**config.mk**
```make
export PLATFORM = sky130hd
export DESIGN_NAME = sha256_msg_sched
export DESIGN_NICKNAME = d
export VERILOG_FILES = /design/src/rtl/sha256_pkg.sv /design/src/rtl/sha256_block_buf.sv /design/src/rtl/sha256_msg_sched.sv
export SDC_FILE = /design/constraint.sdc
export NUM_CORES = 2
export LEC_CHECK = 0
export BUFFER_PORTS_ARGS = -buffer_cell sky130_fd_sc_hd__buf_2
export CAP_MARGIN = 40
export CORE_AREA = 3 3 510 512
export CTS_CLUSTER_SIZE = 10
export DETAILED_ROUTE_END_ITERATION = 7
export DIE_AREA = 0 0 513 515
export GPL_TIMING_DRIVEN = 1
export RECOVER_POWER = 50
export SYNTH_ARGS = -nofsm -noshare
export SYNTH_HDL_FRONTEND = slang
export SYNTH_HIERARCHICAL = 1
export SYNTH_SLANG_ARGS = --single-unit
```
**constraint.sdc**
```tcl
create_clock -name clk -period 5.17 [get_ports clk]
set_clock_uncertainty 0.15 [all_clocks]
set_input_delay 0.517 -clock clk [delete_from_list [all_inputs] [get_ports clk]]
set_output_delay 0.517 -clock clk [all_outputs]
set_load 0.02 [all_outputs]
```
**src/rtl/sha256_pkg.sv**
```systemverilog
// Shared constants, FSM state encodings and the last-word padding merge
// for the SHA-256 message scheduler.
package sha256_pkg;

  localparam int unsigned SHA256_BLOCK_W = 512;
  localparam int unsigned SHA256_STATE_W = 256;
  localparam int unsigned SHA256_WORDS   = 16;

  localparam logic [SHA256_STATE_W-1:0] SHA256_IV =
    256'h6a09e667bb67ae853c6ef372a54ff53a510e527f9b05688c1f83d9ab5be0cd19;

  typedef logic [2:0] state_t;
  localparam state_t S_FILL  = 3'd0;
  localparam state_t S_PAD   = 3'd1;
  localparam state_t S_LEN   = 3'd2;
  localparam state_t S_ISSUE = 3'd3;
  localparam state_t S_WAIT  = 3'd4;
  localparam state_t S_DONE  = 3'd5;

  // Keep the left-justified valid bytes, place 0x80 right after them, zero the rest.
  function automatic logic [31:0] last_word_merge(input logic [31:0] data,
                                                  input logic [1:0]  nbytes);
    case (nbytes)
      2'd1:    return {data[31:24], 24'h80_0000};
      2'd2:    return {data[31:16], 16'h8000};
      2'd3:    return {data[31:8], 8'h80};
      default: return data;
    endcase
  endfunction

endpackage

```
**src/rtl/sha256_block_buf.sv**
```systemverilog
// 16x32 block register file: indexed word write with last-word 0x80 merge,
// dual-word length write into words 14/15, and a flat 512-bit read.
module sha256_block_buf
  import sha256_pkg::*;
(
  input  logic                      clk,
  input  logic                      rst_n,
  input  logic                      clr,
  input  logic                      we,
  input  logic [3:0]                widx,
  input  logic [31:0]               wdata,
  input  logic                      merge,
  input  logic [1:0]                nbytes,
  input  logic                      len_we,
  input  logic [63:0]               len_val,
  output logic [SHA256_BLOCK_W-1:0] flat
);

  logic [31:0] mem [SHA256_WORDS];

  always_ff @(posedge clk or negedge rst_n) begin
    if (!rst_n) begin
      for (int unsigned i = 0; i < SHA256_WORDS; i++) mem[i] <= '0;
    end else if (clr) begin
      for (int unsigned i = 0; i < SHA256_WORDS; i++) mem[i] <= '0;
    end else begin
      if (we) mem[widx] <= merge ? last_word_merge(wdata, nbytes) : wdata;
      if (len_we) begin
        mem[14] <= len_val[63:32];
        mem[15] <= len_val[31:0];
      end
    end
  end

  always_comb begin
    flat = '0;
    for (int unsigned i = 0; i < SHA256_WORDS; i++)
      flat[SHA256_BLOCK_W-1-32*i -: 32] = mem[i];
  end

endmodule

```
**src/rtl/sha256_msg_sched.sv**
```systemverilog
// SHA-256 front end: word stream in, padded 512-bit blocks to the core, digest out.
// Optional SHA256_MSG_SCHED_RESUME_EN adds chaining/length preload and empty-message start.
module sha256_msg_sched
  import sha256_pkg::*;
#(
  parameter int unsigned               LEN_W = 64,
  parameter logic [SHA256_STATE_W-1:0] IV    = SHA256_IV
) (
  input  logic                      clk,
  input  logic                      rst_n,
  input  logic                      in_valid_i,
  output logic                      in_ready_o,
  input  logic [31:0]               in_data_i,
  input  logic                      in_last_i,
  input  logic [1:0]                in_bytes_i,
  output logic                      core_load_o,
  output logic [SHA256_BLOCK_W-1:0] core_data_o,
  output logic [SHA256_STATE_W-1:0] core_state_o,
  input  logic                      core_busy_i,
  input  logic [SHA256_STATE_W-1:0] core_state_i,
  output logic [SHA256_STATE_W-1:0] digest_o,
  output logic                      digest_valid_o
`ifdef SHA256_MSG_SCHED_RESUME_EN
  ,
  input  logic                      init_valid_i,
  input  logic [SHA256_STATE_W-1:0] init_state_i,
  input  logic [LEN_W-1:0]          init_len_i,
  input  logic                      empty_i
`endif
);

  state_t                    state, next_st;
  logic [3:0]                idx;
  logic [LEN_W-1:0]          bit_cnt, cnt_base;
  logic                      placed, last_blk, wait_first;
  logic [SHA256_STATE_W-1:0] chain, digest;
  logic                      digest_valid;
  logic                      accept, start_empty, core_done;
  logic [5:0]                add_bits;
  logic                      buf_we, buf_merge, buf_len_we;
  logic [31:0]               buf_wdata;

`ifdef SHA256_MSG_SCHED_RESUME_EN
  logic msg_open;
  logic init_apply;

  assign start_empty = (state == S_FILL) && (idx == 4'd0) && !msg_open && empty_i;
  assign init_apply  = (state == S_FILL) && (idx == 4'd0) && !msg_open && init_valid_i;
  assign cnt_base    = init_apply ? init_len_i : bit_cnt;

  always_ff @(posedge clk or negedge rst_n) begin
    if (!rst_n)                      msg_open <= 1'b0;
    else if (state == S_DONE)        msg_open <= 1'b0;
    else if (accept || start_empty)  msg_open <= 1'b1;
  end
`else
  assign start_empty = 1'b0;
  assign cnt_base    = bit_cnt;
`endif

  assign in_ready_o = (state == S_FILL) && !start_empty;
  assign accept     = in_valid_i && in_ready_o;
  assign add_bits   = (in_last_i && in_bytes_i != 2'd0) ? {1'b0, in_bytes_i, 3'b000} : 6'd32;
  // Busy is only meaningful from the second WAIT cycle on.
  assign core_done  = (state == S_WAIT) && !wait_first && !core_busy_i;

  always_comb begin
    buf_we     = (state == S_FILL && accept) || (state == S_PAD);
    buf_wdata  = (state == S_PAD) ? (placed ? 32'h0 : 32'h8000_0000) : in_data_i;
    buf_merge  = (state == S_FILL) && in_last_i && (in_bytes_i != 2'd0);
    buf_len_we = (state == S_LEN);
  end

  sha256_block_buf u_buf (
    .clk     (clk),
    .rst_n   (rst_n),
    .clr     (core_done),
    .we      (buf_we),
    .widx    (idx),
    .wdata   (buf_wdata),
    .merge   (buf_merge),
    .nbytes  (in_bytes_i),
    .len_we  (buf_len_we),
    .len_val (64'(bit_cnt)),
    .flat    (core_data_o)
  );

  always_ff @(posedge clk or negedge rst_n) begin
    if (!rst_n) begin
      state        <= S_FILL;
      next_st      <= S_FILL;
      idx          <= '0;
      bit_cnt      <= '0;
      placed       <= 1'b0;
      last_blk     <= 1'b0;
      wait_first   <= 1'b0;
      chain        <= IV;
      digest       <= '0;
      digest_valid <= 1'b0;
    end else begin
      digest_valid <= 1'b0;
      case (state)
        S_FILL: begin
`ifdef SHA256_MSG_SCHED_RESUME_EN
          if (init_apply) chain <= init_state_i;
`endif
          bit_cnt <= cnt_base + LEN_W'(accept ? add_bits : 6'd0);
          if (start_empty) begin
            placed <= 1'b0;
            state  <= S_PAD;
          end
          if (accept) begin
            idx <= idx + 4'd1;
            if (!in_last_i) begin
              if (idx == 4'd15) begin
                state   <= S_ISSUE;
                next_st <= S_FILL;
              end
            end else if (in_bytes_i != 2'd0) begin
              placed <= 1'b1;
              if (idx <= 4'd13) begin
                state <= S_LEN;
              end else begin
                state   <= S_ISSUE;
                next_st <= S_PAD;
              end
            end else if (idx == 4'd15) begin
              state   <= S_ISSUE;
              next_st <= S_PAD;
            end else begin
              state <= S_PAD;
            end
          end
        end
        // Words 14/15 taken by the marker spill the length into a further block.
        S_PAD: begin
          placed <= 1'b1;
          idx    <= idx + 4'd1;
          if (idx == 4'd13) begin
            state <= S_LEN;
          end else if (idx == 4'd15) begin
            state   <= S_ISSUE;
            next_st <= S_PAD;
          end
        end
        S_LEN: begin
          last_blk <= 1'b1;
          state    <= S_ISSUE;
        end
        S_ISSUE: begin
          wait_first <= 1'b1;
          state      <= S_WAIT;
        end
        S_WAIT: begin
          if (wait_first) begin
            wait_first <= 1'b0;
          end else if (!core_busy_i) begin
            chain <= core_state_i;
            idx   <= '0;
            state <= last_blk ? S_DONE : next_st;
          end
        end
        S_DONE: begin
          digest       <= chain;
          digest_valid <= 1'b1;
          chain        <= IV;
          bit_cnt      <= '0;
          idx          <= '0;
          placed       <= 1'b0;
          last_blk     <= 1'b0;
          next_st      <= S_FILL;
          state        <= S_FILL;
        end
        default: state <= S_FILL;
      endcase
    end
  end

  assign core_load_o    = (state == S_ISSUE);
  assign core_state_o   = chain;
  assign digest_o       = digest;
  assign digest_valid_o = digest_valid;

endmodule
```
==> load_flow_metrics.sql <==
INSERT INTO impl_metrics (metric_group, metric, value, unit) VALUES
('yosys', 'synth_warnings', '6', ''),
('setup_path', 'worst-endpoint-required', '5690', 'ps'),
('sta', 'final-max-slew-violation-count', '75', ''),
('route', 'wl_per_cell', '26.67', 'um'),
('layout', 'multiInputGateArea', '0.01715', 'mm2'),
('hold_path', 'min-delay-path-class', 'in -> reg', ''),
('hold_path', 'holdCritStartpoint', 'in_data_i[27]', ''),
('pwr', 'p_sw', '21.27', 'mW'),
('pwr', 'power-per-cell-area', '700.4', 'mW/mm2'),
('status', 'failed_checks', 'max-capacitance violations, max-slew violations', ''),
('pwr', 'intPower', '23.49', 'mW'),
('floorplanning', 'die_height', '515', 'um'),
('layout', 'layout.nets', '6685', ''),
('global_route', 'track_usage', '19.08', '%'),
('sta', 'period_needed', '4217', 'ps'),
('sta', 'timing.setup.tns', '0', 'ps'),
('pwr', 'seq_power_share', '35.2', '%'),
('pwr', 'netSwitchingFraction', '47.51', '%'),
('setup_path', 'worstReg2RegEnd', 'bit_cnt[61]', ''),
('setup_path', 'worstSetupStartpointType', 'primary input', ''),
('clock_network', 'max_buffers_root_to_sink', '3', ''),
('floorplanning', 'ios', '1322', ''),
('pwr', 'fraction_of_power_consumed_by_the_clock_network', '21.5', '%'),
('status', 'status', 'complete, but fails checks', ''),
('global_route', 'grt_antenna_before_repair', '75', ''),
('layout', 'mostFrequentLayoutCells', '1,323 x nand2_1, 963 x dfrtp_1, 751 x buf_2', ''),
('layout', 'area_growth_syn_to_layout', '37.56', '%'),
('global_route', 'grt-busiest-layer', 'met2', ''),
('pwr', 'ir_worst_vdd', '404.6', 'uV'),
('global_route', 'wire_length_of_the_first_global_routing_pass', '362700', 'um'),
('yosys', 'synth_enable_flop_cells', '0', ''),
('layout', 'post_route_cells_drive_above_1_share', '19.91', '%'),
('yosys', 'async_flop_share', '100.0', '%'),
('place', 'detailed_place_hpwl', '192800', 'um'),
('setup_path', 'worstReg2RegStart', 'state[1]', ''),
('clock_network', 'worstSkewPairLatency', '790', 'ps'),
('sta', 'timing.slew.headroom', '-124.8', '%'),
('sta', 'final_min_period_over_clock_period', '81.57', '%'),
('sta', 'grt_setup_unrepaired', 'false', ''),
('route', 'route.detailed.vias_per_inst', '4.673', ''),
('clock_network', 'cts.repair.resized', '0', ''),
('route', 'first_pass_detailed_route_iteration_total', '6', ''),
('pwr', 'p_leak', '28.94', 'nW'),
('yosys', 'syn_avg_cell_area', '9.308', 'um2'),
('clock_network', 'numCtsBuffers', '140', ''),
('route', 'postRouteAntennaNets', '0', ''),
('clock_network', 'cts_num_sinks', '1099', ''),
('route', 'detailroute.via_count', '46180', ''),
('sta', 'setup_viol', '0', ''),
('run', 'max_cap_violations', '1', ''),
('setup_path', 'end_kind', 'async pin', ''),
('clock_network', 'tritoncts', 'yes', ''),
('global_route', 'global_route.overflow_total', '0', ''),
('global_route', 'first_global_vias', '44810', ''),
('route', 'routed_wl', '263600', 'um'),
('layout', 'final-seq-area', '0.02767', 'mm2'),
('sta', 'worst-slew-pin-transition', '3372', 'ps'),
('setup_path', 'critPathKind', 'in -> async', ''),
('hold_path', 'hold_end', 'u_buf/flat[91]', ''),
('setup_path', 'worst-path-max-fanout', '79', ''),
('global_route', 'grt.met3_usage', '5.587', '%'),
('setup_path', 'r2r.worst_path.cells', '10', ''),
('floorplanning', 'full_die_area', '0.2642', 'mm2'),
('pwr', 'pwr-share-comb', '43.3', '%'),
('global_route', 'routing_usage_on_met2', '28.47', '%'),
('global_route', 'grt.met1_usage', '25.93', '%'),
('setup_path', 'reg_to_reg_setup_timing_slack', '1330', 'ps'),
('layout', 'layout.filler_cells', '27910', ''),
('clock_network', 'h_tree_levels', '4', ''),
('layout', 'final_cell_count_no_fill', '9882', ''),
('clock_network', 'cts.reportedPaths.clkPinSlew', '50', 'ps');
==> per-layer routing <==
metal / vias up / part of all wire [%]
met1: 23170 / 43
met5: - / 0.032
met4: 14 / 4.1
met2: 2542 / 43
met3: 471 / 9.5
li1: 19980 / -
==> cell usage after synthesis, types with 2 or more instances <==
cell type / count / area share, %
nand2_1: 1325 / 11
dfrtp_1: 963 / 52
o21ai_0: 471 / 5.1
clkbuf_1: 411 / 3.3
a21oi_1: 366 / 3.9
nand3_1: 282 / 3.0
nand4_1: 226 / 3.0
o22ai_1: 139 / 1.9
dfstp_2: 136 / 7.7
nor2_1: 124 / 1.0
nand2b_1: 95 / 1.3
buf_1: 53 / 0.43
a221oi_1: 46 / 0.87
a211oi_1: 38 / 0.61
nor2b_1: 37 / 0.50
or3_1: 32 / 0.43
xor2_1: 28 / 0.53
buf_2: 20 / 0.22
a311oi_1: 14 / 0.26
o2111ai_1: 14 / 0.26
a2bb2o_1: 12 / 0.26
inv_1: 12 / 0.097
nor3_1: 11 / 0.12
o211ai_1: 11 / 0.18
or4_1: 11 / 0.18
o2bb2ai_1: 10 / 0.19
o31ai_1: 10 / 0.16
and3_1: 9 / 0.12
a2bb2o_2: 8 / 0.19
xnor2_1: 8 / 0.15
buf_6: 7 / 0.17
ha_1: 6 / 0.16
nor4_1: 6 / 0.081
and2_1: 4 / 0.054
and3b_1: 4 / 0.075
and4_1: 4 / 0.075
a31oi_1: 3 / 0.040
nand3b_1: 3 / 0.048
nor2_2: 3 / 0.040
a21o_1: 2 / 0.032
a22o_1: 2 / 0.038
a2bb2o_4: 2 / 0.086
nor4b_1: 2 / 0.038
or3_4: 2 / 0.048
==> cell families after synthesis <==
group           share of synthesized area, %
simple gates                           21.17
compound gates                         14.12
flops                                  59.57
buf+inv                                4.247
xor+xnor                              0.6787
fa+ha+maj                             0.2047
other cells                         0.008072
==> state kept, by name, indices dropped and copies added (netlist names) <==
name / count
placed: 1
wait_first: 1
state: 3
core_state_o: 256
digest_o: 256
u_buf/flat: 512
digest_valid_o: 1
bit_cnt: 61
last_blk: 1
idx: 4
next_st: 3
==> power groups by stage <==
stage / clock [mW] / sequential, mW / combinational [mW]
2_1_floorplan: 0 / 19.2 / 6.15
3_3_place_gp: 0 / 15.6 / 19.4
3_5_place_dp: 0 / 15.7 / 19.9
4_1_cts: 9.90 / 15.6 / 20.1
5_1_grt: 10.2 / 16.1 / 20.7
6_report: 9.64 / 15.7 / 19.4
==> metrics by stage <==
step | setup WS (ps) | utilization (%) | hold WS (ps) | power, mW | instance area [um2]
floorplan | 1909 | - | 71.41 | 25.40 | 46460
global placement | 1405 | 22.24 | 302.0 | 34.98 | 56980
detailed placement | 1403 | 22.45 | 306.8 | 35.54 | 57520
CTS | 1401 | 25.22 | 0.2849 | 45.63 | 64610
global route | 558.4 | 24.92 | 35.78 | 47.06 | 63850
finish | 952.7 | 24.94 | 88.23 | 44.76 | 63900
==> how the worst max path moves through the flow <==
stage / end / cells past startpoint / startpoint
after floorplan: bit_cnt[57] / 13 / state[0]
after global placement: bit_cnt[61] / 10 / state[0]
after detailed placement: bit_cnt[61] / 10 / state[1]
after CTS: u_buf/flat[111] / 8 / state[1]
after global routing: u_buf/flat[506] / 3 / rst_n
final: u_buf/flat[305] / 3 / rst_n
==> area by class of cell <==
class / count / share of cell area (%)
Tap cell: 3384 / 6.626
Inverter: 14 / 0.1057
Antenna cell: 28 / 0.1096
Sequential cell: 1099 / 43.30
Clock inverter: 25 / 0.6716
Timing Repair Buffer: 1739 / 16.11
Clock buffer: 204 / 6.240
Multi-Input combinational cell: 3389 / 26.84
==> worst max-delay path: stages <==
cell and delay, ps:
dlygate4sd3_1 530, clkbuf_2 2290, clkbuf_2 1240
==> what timing repair did <==
item,4_1_cts,5_1_grt
setup buffers,0,0
hold buffers,268,0
hold endpoints to repair,303,0
Power figures use the tool's default switching activity.
